`src/rtl/fruit_pkg.sv`:
```
// Shared definitions for the fruit spawn scheduler.
//   slot_state_t : per-slot lifecycle (IDLE -> LAUNCH -> FLY -> IDLE)
//   LFSR_SEED    : value loaded into the launch-point LFSR on reset
//   LFSR_TAPS    : feedback mask for the right-shifting Fibonacci LFSR
//                  (polynomial taps 16,14,13,11 -> state bits 0,2,3,5)
//   SCREEN_W/H   : display resolution in pixels
package fruit_pkg;

  typedef enum logic [1:0] {
    IDLE   = 2'd0,
    LAUNCH = 2'd1,
    FLY    = 2'd2
  } slot_state_t;

  localparam logic [15:0] LFSR_SEED = 16'hACE1;
  localparam logic [15:0] LFSR_TAPS = 16'h002D;

  localparam int unsigned SCREEN_W = 640;
  localparam int unsigned SCREEN_H = 480;

endpackage

```
`src/rtl/spawn_lfsr.sv`:
```
// Free-running 16-bit Fibonacci LFSR supplying launch column and direction.
// Advances every clock, independent of game state, so the launch point
// depends on how long the player has been around.
//   clk   in   clock
//   rst_n in   asynchronous reset, active low (loads LFSR_SEED)
//   out   out  current LFSR state
module spawn_lfsr
  import fruit_pkg::*;
(
  input  logic        clk,
  input  logic        rst_n,
  output logic [15:0] out
);

  logic [15:0] lfsr_q;
  logic [15:0] lfsr_d;

  // Shift right; feedback is the parity of the tapped bits, entering at the MSB.
  assign lfsr_d = {^(lfsr_q & LFSR_TAPS), lfsr_q[15:1]};

  always_ff @(posedge clk or negedge rst_n) begin
    if (!rst_n) lfsr_q <= LFSR_SEED;
    else        lfsr_q <= lfsr_d;
  end

  assign out = lfsr_q;

endmodule

```
`src/rtl/fruit_spawn_scheduler.sv`:
```
// Object-slot scheduler for the fruit game.
// A periodic spawn tick claims the lowest-index idle slot, latches a
// pseudo-random launch column/direction for it and pulses its re-init.
// Slots return to idle when they leave the screen or are sliced; slices
// and misses are counted (saturating) and enough misses end the game.
//   clk          in   pixel-domain clock
//   rst_n        in   asynchronous reset, active low
//   en           in   game running; gates the spawn timer
//   oob          in   per-slot out-of-bound level
//   sliced       in   per-slot hit pulse
//   slot_active  out  slot in LAUNCH or FLY
//   slot_rst     out  one-cycle re-init pulse (slot in LAUNCH)
//   init_posx    out  launch column per slot, 10 bits each
//   init_posy    out  launch row per slot, 9 bits each
//   dir_x        out  horizontal direction per slot (1 = right)
//   score        out  slice count, saturates at 255
//   miss         out  miss count, saturates at 15
//   game_over    out  sticky end-of-game flag
module fruit_spawn_scheduler
  import fruit_pkg::*;
#(
  parameter int unsigned N_SLOTS      = 4,
  parameter int unsigned SPAWN_PERIOD = 25_000_000,
  parameter int unsigned SCREEN_H     = 480,
  parameter int unsigned OBJ_H        = 80,
  parameter int unsigned MAX_MISS     = 3
) (
  input  logic                    clk,
  input  logic                    rst_n,
  input  logic                    en,
  input  logic [N_SLOTS-1:0]      oob,
  input  logic [N_SLOTS-1:0]      sliced,
  output logic [N_SLOTS-1:0]      slot_active,
  output logic [N_SLOTS-1:0]      slot_rst,
  output logic [N_SLOTS*10-1:0]   init_posx,
  output logic [N_SLOTS*9-1:0]    init_posy,
  output logic [N_SLOTS-1:0]      dir_x,
  output logic [7:0]              score,
  output logic [3:0]              miss,
  output logic                    game_over
);

  localparam int unsigned TW = (SPAWN_PERIOD > 2) ? $clog2(SPAWN_PERIOD) : 1;
  localparam logic [TW-1:0] TIMER_LAST = TW'(SPAWN_PERIOD - 1);
  localparam logic [8:0]    LAUNCH_ROW = 9'(SCREEN_H - OBJ_H);
  localparam logic [N_SLOTS-1:0] ONE_SLOT = N_SLOTS'(1);

  function automatic logic [3:0] popcnt(input logic [N_SLOTS-1:0] v);
    logic [3:0] c;
    c = '0;
    for (int i = 0; i < N_SLOTS; i++) c = c + 4'(v[i]);
    return c;
  endfunction

  function automatic logic [7:0] sat_add8(input logic [7:0] a, input logic [3:0] b);
    logic [8:0] s;
    s = {1'b0, a} + 9'(b);
    return s[8] ? 8'hFF : s[7:0];
  endfunction

  function automatic logic [3:0] sat_add4(input logic [3:0] a, input logic [3:0] b);
    logic [4:0] s;
    s = {1'b0, a} + {1'b0, b};
    return s[4] ? 4'hF : s[3:0];
  endfunction

  logic [15:0]        lfsr;
  logic               unused_lfsr;
  logic [TW-1:0]      timer_q, timer_d;
  logic               run, tick;
  logic [N_SLOTS-1:0] idle_vec, claim, slice_ev, miss_ev;
  logic [7:0]         score_q, score_d;
  logic [3:0]         miss_q, miss_d;
  logic               go_q, go_d;

  spawn_lfsr u_lfsr (
    .clk   (clk),
    .rst_n (rst_n),
    .out   (lfsr)
  );

  // Only the low ten LFSR bits feed the launch point.
  assign unused_lfsr = ^lfsr[15:10];

  // Spawn timer: free-runs while the game is live, parked at 0 otherwise.
  assign run  = en && !go_q;
  assign tick = run && (timer_q == TIMER_LAST);

  always_comb begin
    timer_d = '0;
    if (run && !tick) timer_d = timer_q + TW'(1);
  end

  // Lowest-set-bit isolate acts as the priority encoder over idle slots.
  // idle_vec is decoded from registered state, so a slot freed this cycle
  // is still seen as busy.
  assign claim = tick ? (idle_vec & (~idle_vec + ONE_SLOT)) : '0;

  for (genvar g = 0; g < N_SLOTS; g++) begin : g_slot
    slot_state_t st_q, st_d;
    logic [9:0]  posx_q;
    logic [8:0]  posy_q;
    logic        dir_q;

    always_comb begin
      st_d = st_q;
      unique case (st_q)
        IDLE:    if (claim[g]) st_d = LAUNCH;
        LAUNCH:  st_d = FLY;
        FLY:     if (sliced[g] || oob[g]) st_d = IDLE;
        default: st_d = IDLE;
      endcase
    end

    always_ff @(posedge clk or negedge rst_n) begin
      if (!rst_n) begin
        st_q   <= IDLE;
        posx_q <= '0;
        posy_q <= '0;
        dir_q  <= 1'b0;
      end else begin
        st_q <= st_d;
        if (claim[g]) begin
          posx_q <= {1'b0, lfsr[8:0]};
          posy_q <= LAUNCH_ROW;
          dir_q  <= lfsr[9];
        end
      end
    end

    assign idle_vec[g]           = (st_q == IDLE);
    assign slot_active[g]        = (st_q != IDLE);
    assign slot_rst[g]           = (st_q == LAUNCH);
    // A slice wins over a simultaneous out-of-bound.
    assign slice_ev[g]           = (st_q == FLY) && sliced[g];
    assign miss_ev[g]            = (st_q == FLY) && oob[g] && !sliced[g];
    assign init_posx[g*10 +: 10] = posx_q;
    assign init_posy[g*9 +: 9]   = posy_q;
    assign dir_x[g]              = dir_q;
  end

  always_comb begin
    score_d = sat_add8(score_q, popcnt(slice_ev));
    miss_d  = sat_add4(miss_q, popcnt(miss_ev));
    go_d    = go_q || (miss_q >= 4'(MAX_MISS));
  end

  always_ff @(posedge clk or negedge rst_n) begin
    if (!rst_n) begin
      timer_q <= '0;
      score_q <= '0;
      miss_q  <= '0;
      go_q    <= 1'b0;
    end else begin
      timer_q <= timer_d;
      score_q <= score_d;
      miss_q  <= miss_d;
      go_q    <= go_d;
    end
  end

  assign score     = score_q;
  assign miss      = miss_q;
  assign game_over = go_q;

endmodule
```
`config.mk`:
```
export PLATFORM = sky130hd
export DESIGN_NAME = fruit_spawn_scheduler
export DESIGN_NICKNAME = d
export VERILOG_FILES = /design/src/rtl/fruit_pkg.sv /design/src/rtl/spawn_lfsr.sv /design/src/rtl/fruit_spawn_scheduler.sv
export SDC_FILE = /design/constraint.sdc
export NUM_CORES = 1
export LEC_CHECK = 0
export ABC_AREA = 0
export CORE_MARGIN = 2
export CORE_UTILIZATION = 51
export CTS_CLUSTER_SIZE = 20
export DETAILED_ROUTE_END_ITERATION = 10
export GPL_TIMING_DRIVEN = 1
export PLACE_DENSITY = 0.81
export SYNTH_ARGS = -nofsm -noshare
export SYNTH_HDL_FRONTEND = slang
export SYNTH_HIERARCHICAL = 1
export SYNTH_SLANG_ARGS = --single-unit
```
`constraint.sdc`:
```
create_clock -name clk -period 3.3 [get_ports clk]
set_input_delay 0.66 -clock clk [delete_from_list [all_inputs] [get_ports clk]]
set_output_delay 0.66 -clock clk [all_outputs]
set_load 0.05 [all_outputs]
```
==> impl_metrics.csv, run 1 <==
group,metric,value,unit
global_route,grt_pass1_wl,15.2,mm
pwr,pwr_density_cell,378,mW/mm^2
sta,rsz0062_at_grt,"no",
global_route,grtUsageTotal,0.185,
detailed_routing,drt_iter0_markers,172,
floorplanning,num_io_pins,112,
floorplanning,start_util,0.532,
detailed_routing,vias_per_cell,5.27,
cts,clockBufferDepth,2,
final_layout,n_fill_cell,755,
sta,fmax,0.351,GHz
detailed_routing,drc,0,
worst_setup_path,start_kind,"primary input",
floorplanning,coreArea,0.00933,sq mm
detailed_routing,top_layer,"met4",
floorplanning,fp.dieH,103,um
cts,h-tree-depth,3,
sta,slew_violations,0,
global_route,grt_overflow,0,
global_route,antenna_found_initial,0,
global_route,grt_pass1_vias,3227,
final_layout,area_delta_synth_final,17.7,%
sta,hold_viol,0,
floorplanning,die_w,103,um
cts,cts_hold_buf,0,
pwr,irDropWorstVdd,0.000227,V
cts,root_buffer,"clkbuf_8",
detailed_routing,wl_met1,3.88,mm
final_layout,layout-drive-gt1-share,0.187,
worst_setup_path,endpoint_kind,"flop",
logic_synthesis,synth_cells,419,
worst_setup_path,crit_fanout,4,
flow_run,drv_cap,0,
hold_path,hold_path.class,"reg -> reg",
place,io_buffers,83,
worst_setup_path,crit_arrival,3110,ps
floorplanning,fp-row-count,35,
place,routabilityCongestion,0.860,
logic_synthesis,yosysWarnings,6,
detailed_routing,wl_met3,532,um
detailed_routing,wl_met2,4.88,mm
sta,slew_headroom,0.472,
final_layout,fin_nets,502,
global_route,grt_max_degree,66,
place,dpl.hpwl,6.68,mm
worst_setup_path,path_class,"in -> reg",
floorplanning,die_area,0.0105,sq mm
sta,setup-tns-final,0,ps
detailed_routing,wl_per_cell,15.3,um
final_layout,seq_area,0.00266,sq mm
cts,tritoncts,"built",
detailed_routing,routed-via-count,3246,
sta,worst_hold_slack,363,ps
sta,timing.final.crit_share,0.864,
logic_synthesis,netlist_area,0.00496,sq mm
cts,numCtsBuffers,9,
sta,finalSetupViolations,0,
detailed_routing,firstDrtPassIters,5,
pwr,cellLeakagePower,2.69,nW
cts,clkSinkCount,106,
cts,path_clk_slew,100,ps
run_status,status,"finished, final reports clean",
detailed_routing,drt_wl_total,9.41,mm
pwr,fin_total_pwr,2.21,mW
sta,skew,9.53,ps
final_layout,fin_area,0.00584,sq mm
sta,min_period,2850,ps
cts,cts_setup_buffers,0,
worst_setup_path,crit_required,3560,ps
sta,worst_pin_slew,792,ps
detailed_routing,ant_nets,0,
logic_synthesis,syn_area_per_cell,11.8,sq um
cts,insertion_delay,360,ps
cts,post_cts_resized,0,
place,placed_area,0.00565,sq mm
final_layout,multi_input_area,0.00188,sq mm
final_layout,diodes,0,
==> stage by stage <==
stage | setup slack (ps) | std cells | utilization
2_1_floorplan | 700 | 446 | -
4_1_cts | 454 | 616 | 0.626
3_3_place_gp | 165 | 600 | 0.606
3_5_place_dp | 52.0 | 600 | 0.606
6_report | 447 | 616 | 0.626
5_1_grt | 309 | 616 | 0.626
==> cell type report <==
type                            instances  share of cell area
Clock inverter                          7              0.0105
Tap cell                              129              0.0277
Sequential cell                       106               0.456
Multi-Input combinational cell        259               0.322
Inverter                               17              0.0109
Clock buffer                            9              0.0212
Timing Repair Buffer                   89               0.152
==> worst max-delay path: stages <==
cell and delay [ps]:
clkdlybuf4s50_1 490, nand3b_1 100, fa_1 490, fa_1 450, inv_1 80, fa_1 220, and3_1 250, nand3_1 130
nor3_1 170, a21oi_1 60
==> power by group <==
part	switching, mW	internal, mW	leakage (nW)	total (mW)
Clock	0.456	0.289	0.0975	0.746
Sequential	0.00476	1.30	1.43	1.31
Combinational	0.125	0.0275	1.17	0.153
==> layer usage <==
layer / up-vias / global-route usage
met1: 1651 / 0.235
met4: 0 / 0.0585
li1: 1475 / -
met5: - / 0
met2: 110 / 0.321
met3: 10 / 0.0373
==> sequential cells by signal, summed over array words and instances, names as in the netlist <==
register,cells
g_slot.posy_q,4
score,8
miss,4
g_slot.st_q,8
timer_q,25
u_lfsr/out,16
g_slot.dir_q,4
g_slot.posx_q,36
game_over,1
==> path summary, 6_finish.rpt <==
kind | start | to | slack [ps] | cells after the start
min reg2reg | u_lfsr/out[12] | u_lfsr/out[11] | 360 | 0
max | sliced[0] | score[6] | 450 | 10
max in group asynchronous | rst_n | timer_q[24] | 2220 | 2
max reg2reg | g_slot[0].st_q[0] | score[6] | 720 | 9
min | u_lfsr/out[12] | u_lfsr/out[11] | 360 | 0
min in group asynchronous | rst_n | g_slot[0].posx_q[2] | 370 | 1
==> cells in the final DEF, fill, tap and decap left out, types with 5 or more instances in the layout <==
master and n:
or3_1 7, nor2b_1 7, nand3b_1 5, xor2_1 9
xnor2_1 9, dfrtp_1 98, inv_1 17, nand3_1 12
dfstp_2 8, or2_2 6, clkbuf_8 9, buf_4 6
o21ai_0 7, fa_1 6, conb_1 28, nand2_1 22
mux2_2 41, clkdlybuf4s50_1 82, nor2_1 22, nand4_1 7
and3_1 6, a21o_1 5, a21oi_1 12
Note: power is estimated with default switching activity, not from simulation.
==> run 2: changes to the inputs <==
--- a/config.mk
+++ b/config.mk
@@ -16,3 +16,4 @@
 export SYNTH_HDL_FRONTEND = slang
 export SYNTH_HIERARCHICAL = 1
 export SYNTH_SLANG_ARGS = --single-unit
+export TNS_END_PERCENT = 5
==> results of run 2 <==
Final layout, timing and power as in run 1 (identical DEF).
==> run 3: changes to the inputs <==
--- a/config.mk
+++ b/config.mk
@@ -8,7 +8,7 @@
 export ABC_AREA = 0
 export CORE_MARGIN = 2
 export CORE_UTILIZATION = 51
-export CTS_CLUSTER_SIZE = 20
+export CTS_CLUSTER_SIZE = 16
 export DETAILED_ROUTE_END_ITERATION = 10
 export GPL_TIMING_DRIVEN = 1
 export PLACE_DENSITY = 0.81
==> results of run 3 <==
Final layout, timing and power as in run 1 (identical DEF).
